===== src/rtl/cb_pkg.sv =====
// Shared types and helpers for the parametrised connection blocks.
// Holds the select encoding, the load-state enum and clog2.
package cb_pkg;

    localparam int SEL_DISCONNECT = 0;

    typedef enum logic [1:0] {
        IDLE,
        SHIFT,
        READY
    } load_state_e;

    function automatic int clog2(input int v);
        int r;
        r = 0;
        for (int i = 0; i < 31; i++) begin
            if ((1 << i) < v) r = i + 1;
        end
        return r;
    endfunction

endpackage


===== src/rtl/cb_ipin_mux.sv =====
// One grid input pin mux: select 0 disconnects, 1..MUX_SIZE pick a track.
// Ports: sel (pin field), bottom_in/top_in (tracks), pin (drive).
module cb_ipin_mux
    import cb_pkg::*;
#(
    parameter int MUX_SIZE    = 2,
    parameter int SEL_W       = 2,
    parameter int PIN_IDX     = 0,
    parameter int CHAN_WIDTH  = 5,
    parameter int IPIN_STRIDE = 1
) (
    input  logic [SEL_W-1:0]      sel,
    input  logic [CHAN_WIDTH-1:0] bottom_in,
    input  logic [CHAN_WIDTH-1:0] top_in,
    output logic                  pin
);

    // src[v] is the value driven for select v; even sources come
    // from below, odd from above, sharing one track per pair.
    logic [MUX_SIZE:0] src;

    assign src[SEL_DISCONNECT] = 1'b0;

    for (genvar s = 0; s < MUX_SIZE; s++) begin : g_src
        localparam int T =
            (PIN_IDX * IPIN_STRIDE + s / 2) % CHAN_WIDTH;
        if (s % 2 == 0) begin : g_bot
            assign src[s+1] = bottom_in[T];
        end else begin : g_top
            assign src[s+1] = top_in[T];
        end
    end

    always_comb begin
        pin = 1'b0;
        if (sel <= SEL_W'(MUX_SIZE)) pin = src[sel];
    end

    // Only a few tracks reach any one pin.
    logic unused_ok;
    assign unused_ok = ^{bottom_in, top_in};

endmodule


===== src/rtl/cby_param_cfg.sv =====
// Parametrised Y connection block with shadow scan chain and commit.
// Ports: prog_clk/pReset, chany_* tracks, ipin_out, ccff_* chain, cfg_* status.
module cby_param_cfg
    import cb_pkg::*;
#(
    parameter int CHAN_WIDTH  = 5,
    parameter int NUM_IPIN    = 3,
    parameter int MUX_SIZE    = 2,
    parameter int IPIN_STRIDE = 1
) (
    input  logic                  prog_clk,
    input  logic                  pReset,
    input  logic [CHAN_WIDTH-1:0] chany_bottom_in,
    input  logic [CHAN_WIDTH-1:0] chany_top_in,
    output logic [CHAN_WIDTH-1:0] chany_top_out,
    output logic [CHAN_WIDTH-1:0] chany_bottom_out,
    output logic [NUM_IPIN-1:0]   ipin_out,
    input  logic                  ccff_head,
    input  logic                  ccff_en,
    input  logic                  cfg_commit,
    output logic                  ccff_tail,
    output logic                  cfg_done,
    output logic                  cfg_err,
    output logic                  cfg_ovf
);

    localparam int SEL_W    = clog2(MUX_SIZE + 1);
    localparam int CFG_BITS = NUM_IPIN * SEL_W;
    localparam int CNT_W    = clog2(CFG_BITS + 1);
    localparam logic [CNT_W-1:0] CNT_MAX = CNT_W'(CFG_BITS);

    logic [CFG_BITS-1:0] shadow;
    logic [CFG_BITS-1:0] active;
    logic [CNT_W-1:0]    bit_cnt;
    logic [CNT_W-1:0]    cnt_nxt;
    load_state_e         state;
    load_state_e         state_nxt;
    logic                commit_ok;

    assign chany_top_out    = chany_bottom_in;
    assign chany_bottom_out = chany_top_in;

    assign commit_ok = cfg_commit && (state == READY);

    // A shift in the commit cycle is the first bit of the next stream.
    always_comb begin
        cnt_nxt   = bit_cnt;
        state_nxt = SHIFT;
        if (commit_ok) begin
            cnt_nxt = ccff_en ? CNT_W'(1) : '0;
        end else if (ccff_en && bit_cnt != CNT_MAX) begin
            cnt_nxt = bit_cnt + CNT_W'(1);
        end
        if (cnt_nxt == '0) begin
            state_nxt = IDLE;
        end else if (cnt_nxt == CNT_MAX) begin
            state_nxt = READY;
        end
    end

    always_ff @(posedge prog_clk or negedge pReset) begin
        if (!pReset) begin
            state <= IDLE;
        end else begin
            state <= state_nxt;
        end
    end

    always_ff @(posedge prog_clk or negedge pReset) begin
        if (!pReset) begin
            shadow    <= '0;
            active    <= '0;
            bit_cnt   <= '0;
            ccff_tail <= 1'b0;
            cfg_done  <= 1'b0;
            cfg_err   <= 1'b0;
            cfg_ovf   <= 1'b0;
        end else begin
            if (ccff_en) begin
                shadow <= {shadow[CFG_BITS-2:0], ccff_head};
            end
            ccff_tail <= shadow[CFG_BITS-1];
            bit_cnt   <= cnt_nxt;
            cfg_err   <= cfg_commit && !commit_ok;
            if (commit_ok) begin
                active   <= shadow;
                cfg_done <= 1'b1;
                cfg_ovf  <= 1'b0;
            end else if (ccff_en && state == READY) begin
                cfg_ovf <= 1'b1;
            end
        end
    end

    for (genvar i = 0; i < NUM_IPIN; i++) begin : g_pin
        cb_ipin_mux #(
            .MUX_SIZE   (MUX_SIZE),
            .SEL_W      (SEL_W),
            .PIN_IDX    (i),
            .CHAN_WIDTH (CHAN_WIDTH),
            .IPIN_STRIDE(IPIN_STRIDE)
        ) u_mux (
            .sel      (active[i*SEL_W +: SEL_W]),
            .bottom_in(chany_bottom_in),
            .top_in   (chany_top_in),
            .pin      (ipin_out[i])
        );
    end

endmodule


===== config.mk =====
export PLATFORM = sky130hd
export DESIGN_NAME = cby_param_cfg
export DESIGN_NICKNAME = d
export VERILOG_FILES = /design/src/rtl/cb_pkg.sv /design/src/rtl/cb_ipin_mux.sv /design/src/rtl/cby_param_cfg.sv
export SDC_FILE = /design/constraint.sdc
export NUM_CORES = 1
export LEC_CHECK = 0
export ABC_AREA = 1
export CAP_MARGIN = 10
export CORE_MARGIN = 3
export CORE_UTILIZATION = 45
export CTS_CLUSTER_DIAMETER = 80
export DETAILED_ROUTE_END_ITERATION = 10
export GPL_ROUTABILITY_DRIVEN = 0
export GPL_TIMING_DRIVEN = 0
export PLACE_DENSITY = 0.77
export SYNTH_ARGS = -nofsm -noshare
export SYNTH_HDL_FRONTEND = slang
export SYNTH_HIERARCHICAL = 1
export SYNTH_SLANG_ARGS = --single-unit

===== constraint.sdc =====
create_clock -name prog_clk -period 1.8 [get_ports prog_clk]
set_clock_uncertainty 0.2 [all_clocks]
set_input_delay 0.27 -clock prog_clk [delete_from_list [all_inputs] [get_ports prog_clk]]
set_output_delay 0.27 -clock prog_clk [all_outputs]
set_load 0.1 [all_outputs]

### Word-level counts from Yosys, hierarchy flattened

Cells that the tools add are included.

* register bits: 21
* input bits: 15
* output and inout bits: 17

* $add $sub $neg: 1
* order comparisons: 6
* equal/unequal tests: 3
* muxes and demuxes: 16
* reduce and logical (&&, ||, !) cells: 7

Operators by type and width (count)
* < comparator 2 x 3 -> 1 bit, second input constant: 3
* 2-to-1 mux 1 bit: 9
* binary-select mux 1 bit (select 2 bit): 3
* less-or-equal comparator 2 bit, second input constant: 3
* 2-to-1 mux 3 bit: 2
* logical AND 1 bit: 4
* 2-to-1 mux 2 bit: 2
* adder 3 x 1 -> 3 bit, second input constant: 1
* equality test 3 bit, second input constant: 1
* logical NOT 3 bit: 1
* != test 3 bit, second input constant: 1
* equality test 2 bit, second input constant: 1
* nonzero test 2 bit: 1
* logical NOT 1 bit: 1

### Logic depth before layout (Yosys ltp)

Gate-level depths: netlist of run 1.

* word-level depth: 7
* gate-level depth with buffers: 9
* gate-level depth less buffers: 9

### Cells and area by module

Netlist of run 1, hierarchy kept.

By module, submodules not included
* cby_param_cfg: times used 1, cells an instance 100, area each 988.4 µm², sequential area each 525.5 µm²
* cb_ipin_mux: times used 3, cells an instance 5, area each 21.3 µm², sequential area each 0.0 µm²

### Least setup slack after synthesis of run 1

No wires, ideal clock.

* path kind: reg-to-output
* from: reg active[1]
* to: out ipin_out[0]
* arrival: 1.119 ns
* required time: 1.330 ns
* setup slack: 0.211 ns
* cell stages (with the launch flop): 4
* buffers on the path: 0
* path through: dfrtp_1 inv_1 nand3_1 nand2_1

* word-level cells in the longest chain between the ends: 3
* elaborated cells between the ends (all ways): 4
* those cells by class: order compare (1); mux (3)

RTL lines
* start, declared: RTL line cby_param_cfg.sv:33 `logic [CFG_BITS-1:0] active;`
* start signal, assigned: RTL line cby_param_cfg.sv:86 `active <= shadow;`
* binary-select mux 1 bit (select 2 bit): RTL line cb_ipin_mux.sv:36 `if (sel <= SEL_W'(MUX_SIZE)) pin = src[sel];`
* 2-to-1 mux 1 bit (implied by the code): RTL line cb_ipin_mux.sv:36
* 2-to-1 mux 1 bit (*): RTL line cb_ipin_mux.sv:36
* end, declared: RTL line cby_param_cfg.sv:17 `output logic [NUM_IPIN-1:0] ipin_out,`

Every way passes the cells marked *; elsewhere a longest branch is shown, timed or not. The select of a mux whose other input is x is not followed.

### Worst setup path in the final report of run 1

* from: in chany_top_in[1]
* to: out chany_bottom_out[1]

RTL lines
* start, declared: RTL line cby_param_cfg.sv:14 `input logic [CHAN_WIDTH-1:0] chany_top_in,`
* end, declared: RTL line cby_param_cfg.sv:16 `output logic [CHAN_WIDTH-1:0] chany_bottom_out,`

No word-level cell between the ends.

==> impl_metrics.ini, run 1 <==
[synth]
syn_area_per_cell_um2 = 9.15
ys_types = 20
syn_area_mm2 = 0.00105
synth_largest_area_cell = dfrtp_1
synth_seq_cells = 21
synth.area.top_cells = dfrtp_1 (50%), nand2_1 (7.5%), buf_4 (7.1%)
ys_warn_count = 6
syn-instance-count = 115
syn-num-nets = 132
synth_top_area_share_pct = 49.9
seq_area_frac_synth_pct = 49.9

[clock_network]
cts_setup_buffers = 0
clk_path_buf_depth = 2
clk-insertion-delay-late_ns = 0.30
ctsRootBufferMaster = clkbuf_4
clk_pin_slew_ns = 0.11
cts_tree = yes
htreeDepth = 1
cts_inserted_buffers = 3
cts.sinks = 21

[place]
portBuffers = 26
hpwl_mm = 1.46
dp_cells = 168
post-place-ws_ns = -0.709

[global_routing]
grt_pass1_vias = 766
grt_max_degree = 22
grt_usage_pct = 14.1
grt_pass1_wl_mm = 3.06
grt-ovfl-total = 0
antenna_found_initial = 0

[final_layout]
nFillCells = 179
antenna_cells = 0
areaGrowthSynthToFinish_pct = 27.9
num-nets-final = 164
drive_above_1_share_pct = 29.5
mostFrequentLayoutCells = nand2_1 (21), dfrtp_1 (21), inv_1 (19)
final_cells = 173

[floorplan]
coreArea_mm2 = 0.00208
die_y_um = 54.4
io_pins = 32
dieArea_mm2 = 0.00295
start_util_pct = 50.5
rows = 16
dieWidth_um = 54.4

[worst_hold_path]
hold_path.class = flip-flop to flip-flop

[timing]
rsz0062_at_grt = false
max-slew-margin-rel_pct = 36.3
setup_viol = 0
max_freq_mhz = 574
hold_viol_final = 0
period_minus_slack_ns = 1.74
tightest_slew_ns = 0.959
setup_ws_ns = 0.0573
period_share_pct = 96.8
maxSlewViolCount = 0

[worst_setup_path]
cp.required_ns = 1.33
r2r_setup_slack_ns = 0.19
path_buf_inv = 3
slowest_delay_ns = 0.49
setup.worst_path.start_class = primary input
critPathSlowestCell = clkdlybuf4s50_1
path_class = primary input to primary output
endpoint_kind = primary output
cp.arrival_ns = 1.27
cp_cell_sequence = clkdlybuf4s50_1 -> buf_4 -> buf_2
critPathMaxFanout = 2
critical-path-top-delay-family = buffers and inverters

[power]
switchingPower_uw = 1030
switching_share_pct = 50.4
pwr-share-clk_pct = 10.9
seqPwrFrac_pct = 35.3
p_int_uw = 1010
vdd_drop_max_uv = 919
p_per_area_mw_per_mm2 = 1510
pwr-share-comb_pct = 53.8
power_uw = 2030
p_leak_uw = 0.000702

[routing]
viasPerCell = 4.75
drcViolationCount = 0
first_pass_iters = 6
wirelength_mm = 1.92
drtIter0Drc = 10
routed-via-count = 821
wl_per_cell_um = 11.1
ant_nets = 0

[job]
maxCapViolations = 0

[run_status]
status = completed
## final cells by class
cell class / instances / area, µm² / share of cell area, %
sequential: 21 / 526 / 39.0
multi-input combinational: 61 / 349 / 25.9
timing repair buffer: 27 / 233 / 17.3
buffer: 13 / 103 / 7.62
inverter: 20 / 75.1 / 5.58
tap: 27 / 33.8 / 2.51
clock buffer: 3 / 22.5 / 1.67
clock inverter: 1 / 5.00 / 0.372
## power by group through the flow
stage	Clock (µW)	Sequential (µW)	Combinational, µW
global placement	0	723	1090
finish	221	719	1090
global route	249	742	1200
CTS	231	719	1100
detailed placement	0	728	1130
floorplan	0	842	768
## timing repair
item                       CTS  global route
hold endpoints to repair     2             0
gates resized for setup     62             2
setup endpoints to repair   17             2
hold buffers                 1             0
## worst paths after layout
| kind | from | to | cells past startpoint |
|---|---|---|---|
| hold reg to reg | shadow[5]$_DFFE_PN0P_ | ccff_tail$_DFF_PN0_ | 0 |
| setup / recovery | chany_top_in[1] | chany_bottom_out[1] | 3 |
| setup reg to reg | bit_cnt[0]$_DFF_PN0_ | state[0]$_DFF_PN0_ | 8 |
| min in group asynchronous | pReset | cfg_done$_DFFE_PN0P_ | 1 |
| hold / removal | shadow[5]$_DFFE_PN0P_ | ccff_tail$_DFF_PN0_ | 0 |
| max in group asynchronous | pReset | state[0]$_DFF_PN0_ | 1 |
## stage by stage
stage / setup TNS [ns] / cell area [µm²] / util (%) / hold WS [ns]
3_3_place_gp: -6.84 / 1350 / 64.7 / 0.160
5_1_grt: 0 / 1350 / 64.7 / 0.207
3_5_place_dp: -6.96 / 1350 / 64.7 / 0.168
2_1_floorplan: 0 / 1050 / - / -0.226
4_1_cts: 0 / 1340 / 64.4 / 0.194
6_report: 0 / 1350 / 64.7 / 0.187
## per-layer routing
layer	wire (µm)	up-vias	GRT usage, %
met2	956	27	26.3
li1	-	414	-
met3	139	2	1.91
met1	817	378	16.3
met4	7	0	4.98
met5	0	-	0
## sequential cells by signal, summed over array words and instances, names as in the netlist
register / cells
bit_cnt: 3
state: 2
cfg_err: 1
active: 6
cfg_ovf: 1
ccff_tail: 1
shadow: 6
cfg_done: 1
## logic make-up after synthesis
logic type	synth area share [%]
fa+ha+maj	2.38
compound gates	7.73
flops	49.9
simple gates	23.1
buf+inv	16.9
## synth_stat cells
cell	number
buf_2	1
nand3_4	1
o21ai_0	13
nor2_4	1
nand3_1	10
nand3_2	2
buf_6	2
nand4_1	1
nand2_1	21
and3_1	1
nand2_2	5
ha_1	2
buf_4	10
dfrtp_1	21
nor3_2	1
o21ai_2	1
nand2_4	1
inv_2	1
inv_1	19
a21boi_0	1
No activity file was read; power rests on OpenSTA's default activity.
==> run 2: changes to the inputs <==
--- a/config.mk
+++ b/config.mk
@@ -8,12 +8,11 @@
 export ABC_AREA = 1
 export CAP_MARGIN = 10
 export CORE_MARGIN = 3
-export CORE_UTILIZATION = 45
-export CTS_CLUSTER_DIAMETER = 80
+export CORE_UTILIZATION = 49
 export DETAILED_ROUTE_END_ITERATION = 10
+export DONT_BUFFER_PORTS = 1
 export GPL_ROUTABILITY_DRIVEN = 0
 export GPL_TIMING_DRIVEN = 0
-export PLACE_DENSITY = 0.77
 export SYNTH_ARGS = -nofsm -noshare
 export SYNTH_HDL_FRONTEND = slang
 export SYNTH_HIERARCHICAL = 1
==> run 2 against run 1 <==
Against the previous run:
- final cell count decreased by 13%
- sequential cell count is the same
- sequential power is 18% higher
- critical path depth stayed put
- clock power hardly changed
- setup slack gained 0.021 ns
- via count decreased by 13%
- non-clock buffer count down 22
- count of clock-buffer cells in the layout rose by 1
==> impl_metrics.ini, run 2 (synthesis results as in run 1) <==
[global_routing]
grt_max_degree = 22
grt_pass1_vias = 698
grt_pass1_wl_mm = 2.82
grt-ovfl-total = 0
antenna_found_initial = 0
grt_usage_pct = 14.2

[timing]
max_freq_mhz = 581
final.setup.tns_ns = 0
hold_viol_final = 0
tightest_slew_ns = 0.901
setup_viol = 0
maxSlewViolCount = 0
rsz0062_at_grt = false
max-slew-margin-rel_pct = 39.7
setup_ws_ns = 0.0779
period_minus_slack_ns = 1.72
period_share_pct = 95.7

[power]
seqPwrFrac_pct = 43.8
p_per_area_mw_per_mm2 = 1650
power_uw = 1940
vdd_drop_max_uv = 910
p_int_uw = 945
switchingPower_uw = 999
pwr-share-comb_pct = 44.8
p_leak_uw = 0.000603
switching_share_pct = 51.4
pwr-share-clk_pct = 11.4

[worst_setup_path]
cp.arrival_ns = 1.25
cp.required_ns = 1.33
slowest_delay_ns = 0.42
cp_cell_sequence = inv_1 -> nand3_1 -> nand2_2
setup.worst_path.start_class = flip-flop
critPathMaxFanout = 3
endpoint_kind = primary output
path_class = flip-flop to primary output
critPathSlowestCell = dfrtp_1

[clock_network]
clk_pin_slew_ns = 0.11
clk_path_buf_depth = 2
cts_tree = yes
htreeDepth = 1
clk-insertion-delay-late_ns = 0.30
cts.sinks = 21
ctsRootBufferMaster = clkbuf_4
cts_inserted_buffers = 3

[floorplan]
dieWidth_um = 52.3
rows = 16
dieArea_mm2 = 0.00274
io_pins = 32
die_y_um = 52.3
coreArea_mm2 = 0.00200
start_util_pct = 52.6

[routing]
drcViolationCount = 0
drtIter0Drc = 5
first_pass_iters = 3
ant_nets = 0
viasPerCell = 4.72
wirelength_mm = 1.65
wl_per_cell_um = 10.9
routed-via-count = 713

[job]
maxCapViolations = 0

[place]
post-place-ws_ns = 0.163
portBuffers = 0
hpwl_mm = 1.23

[final_layout]
drive_above_1_share_pct = 26.6
final_common_cell = dfrtp_1
antenna_cells = 0
mostFrequentLayoutCells = dfrtp_1 (21), inv_1 (19), nand2_1 (18)
areaGrowthSynthToFinish_pct = 11.7
largestRegisters = active (6), shadow (6), bit_cnt (3)
num-nets-final = 142

[worst_hold_path]
hold_path.class = primary input to flip-flop

[run_status]
status = completed
run 2: final timing paths:
kind,from,slack [ns],cells after the start,endpoint
min in group asynchronous,pReset,0.34,1,state[0]$_DFF_PN0_
min reg2reg,shadow[5]$_DFFE_PN0P_,0.19,0,ccff_tail$_DFF_PN0_
min,cfg_commit,0.06,3,active[1]$_DFFE_PN0P_
max,active[2]$_DFFE_PN0P_,0.08,3,ipin_out[1]
max in group asynchronous,pReset,0.52,1,active[0]$_DFFE_PN0P_
max reg2reg,bit_cnt[0]$_DFF_PN0_,0.21,8,state[0]$_DFF_PN0_
run 2: power groups by stage:
stage,Combinational [µW],Clock [µW],Sequential [µW]
final,870,222,852
after floorplan,768,0,842
after global placement,824,0,857
after detailed placement,841,0,864
after global routing,967,253,875
after CTS,878,232,853
run 2: layout make-up:
class	count	area, µm²
well taps	27	33.8
clock buffers	4	26.3
multi-input cells	61	362
plain buffers	13	105
flip-flops and latches	21	526
inverters	20	75.1
repair buffers	5	47.5
fillers	181	827
run 2: routing by layer:
metal,GRT usage (%),share of wire [%],vias up
li1,-,-,364
met1,15.0,43,316
met2,25.4,46,28
met3,5.13,9.7,5
met4,5.11,1.4,0
met5,0,0,-
run 2: critical path: cells and delay by family (launching register included):
family	cells	cell delay [ns]
flops	1	0.42
buf+inv	1	0.06
simple gates	2	0.47
run 2: metrics by stage:
stage                     hold WS, ns  utilization [%]  area [µm²]  std cells
after global placement         -0.225             54.3        1090        142
after detailed placement       -0.225             54.3        1090        142
final                          0.0619             58.7        1170        151
after global routing           0.0685             58.7        1170        151
after floorplan                -0.226                -        1050        115
after CTS                      0.0600             58.4        1170        151
run 2: timing repair:
action / CTS / global route
hold endpoints to repair: 24 / 0
hold buffers: 5 / 0
setup buffers: 0 / 1
setup endpoints to repair: 3 / 2
gates resized for setup: 3 / 3
==> run 3: changes to the inputs <==
--- a/config.mk
+++ b/config.mk
@@ -13,6 +13,8 @@
 export DONT_BUFFER_PORTS = 1
 export GPL_ROUTABILITY_DRIVEN = 0
 export GPL_TIMING_DRIVEN = 0
+export RECOVER_POWER = 25
+export SKIP_LAST_GASP = 1
 export SYNTH_ARGS = -nofsm -noshare
 export SYNTH_HDL_FRONTEND = slang
 export SYNTH_HIERARCHICAL = 1
==> run 3 against run 2 <==
Against the previous run:
- global-route usage unchanged
- total power down 0.53%
- first-iteration DRC count unchanged
==> impl_metrics.ini, run 3 (synthesis results as in run 1) <==
[run_status]
status = completed

[routing]
first_pass_iters = 3
drcViolationCount = 0
wirelength_mm = 1.65
ant_nets = 0
drtIter0Drc = 5
viasPerCell = 4.72
wl_per_cell_um = 11.0
routed-via-count = 712

[power]
pwr-share-comb_pct = 44.5
p_leak_uw = 0.000588
vdd_drop_max_uv = 908
p_per_area_mw_per_mm2 = 1700
switchingPower_uw = 999
pwr-share-clk_pct = 11.5
switching_share_pct = 51.7
seqPwrFrac_pct = 44.1
p_int_uw = 935

[floorplan]
coreArea_mm2 = 0.00200
start_util_pct = 52.6
die_y_um = 52.3
dieArea_mm2 = 0.00274
dieWidth_um = 52.3
rows = 16
io_pins = 32

[worst_hold_path]
holdPathEnd = active[1]$_DFFE_PN0P_
worstHoldPathCells = 3
hold_start = cfg_commit
hold_path.class = primary input to flip-flop

[place]
hpwl_mm = 1.23
portBuffers = 0
dp_cells = 142
post-place-ws_ns = 0.163

[timing]
max_freq_mhz = 581
setup_ws_ns = 0.0779
hold_viol_final = 0
fin_worst_hold_slack_ns = 0.0613
maxSlewViolCount = 0
max-slew-margin-rel_pct = 39.7
setup_viol = 0
period_minus_slack_ns = 1.72
period_share_pct = 95.7
tightest_slew_ns = 0.901
rsz0062_at_grt = false
final.setup.tns_ns = 0

[global_routing]
antenna_found_initial = 0
grt_pass1_vias = 698
grt-ovfl-total = 0
grt_pass1_wl_mm = 2.82
grt_usage_pct = 14.2
grt_max_degree = 22

[final_layout]
antenna_cells = 0
final_cells = 151
drive_above_1_share_pct = 25.0
largestRegisters = active (6), shadow (6), bit_cnt (3)
mostFrequentLayoutCells = dfrtp_1 (21), inv_1 (19), nand2_1 (18)
utilization_pct = 56.9
areaGrowthSynthToFinish_pct = 8.20
num-nets-final = 142
final_common_cell = dfrtp_1

[worst_setup_path]
cp_cell_sequence = inv_1 -> nand3_1 -> nand2_2
critPathMaxFanout = 3
endpoint_kind = primary output
regToRegEndpoint = state[0]$_DFF_PN0_
r2r_cells = 8
r2r_setup_slack_ns = 0.21
reg2reg_from = bit_cnt[0]$_DFF_PN0_
path_class = flip-flop to primary output
critPathSlowestCell = dfrtp_1
setup.worst_path.start_class = flip-flop
cp.arrival_ns = 1.25
cp.required_ns = 1.33
slowest_delay_ns = 0.42

[clock_network]
clk_pin_slew_ns = 0.11
cts_inserted_buffers = 3
cts_tree = yes
clk-insertion-delay-late_ns = 0.30
clk_path_buf_depth = 2
ctsRootBufferMaster = clkbuf_4
cts.sinks = 21
htreeDepth = 1

[job]
maxCapViolations = 0
run 3: power groups by stage:
stage,Sequential (µW),Clock [µW],Combinational (µW)
6_report,853,222,860
5_1_grt,875,253,956
4_1_cts,853,232,878
3_5_place_dp,864,0,841
3_3_place_gp,857,0,824
2_1_floorplan,842,0,768
run 3: worst max-delay path: cells and delay by family (launching register included):
family	cells	cell delay (ns)
buffers and inverters	1	0.06
AND/OR/NAND/NOR	2	0.47
flip-flops	1	0.42
run 3: per-layer routing:
layer / track usage, % / part of all wire [%] / vias up
met5: 0 / 0 / -
met4: 5.11 / 1.4 / 0
met3: 5.13 / 9.5 / 5
met2: 25.4 / 46 / 28
met1: 15.0 / 43 / 315
li1: - / - / 364
run 3: how the worst max path moves through the flow:
stage,start,endpoint,slack [ns],depth (start not counted)
2_1_floorplan,active[1]$_DFFE_PN0P_,ipin_out[0],0.21,3
3_3_place_gp,active[4]$_DFFE_PN0P_,ipin_out[2],0.18,3
3_5_place_dp,active[2]$_DFFE_PN0P_,ipin_out[1],0.16,3
4_1_cts,ccff_en,shadow[0]$_DFFE_PN0P_,0.01,6
5_1_grt,active[5]$_DFFE_PN0P_,ipin_out[2],0.009,3
6_report,active[2]$_DFFE_PN0P_,ipin_out[1],0.08,3
run 3: layout make-up:
type,count,area [µm²]
inverters,20,75.1
fillers,189,863
well taps,27,33.8
plain buffers,13,68.8
multi-input cells,61,362
flip-flops and latches,21,526
repair buffers,5,47.5
clock buffers,4,26.3
run 3: what timing repair did:
action,in CTS,in global routing
setup buffers,0,1
endpoints found under the hold margin,24,0
gates resized for setup,3,3
hold buffers,5,0
setup endpoints to repair,3,2
run 3: stage by stage:
stage          cell area (µm²)  total power, µW
4_1_cts                   1170             1960
6_report                  1140             1930
3_5_place_dp              1090             1700
3_3_place_gp              1090             1680
2_1_floorplan             1050             1610
5_1_grt                   1140             2080
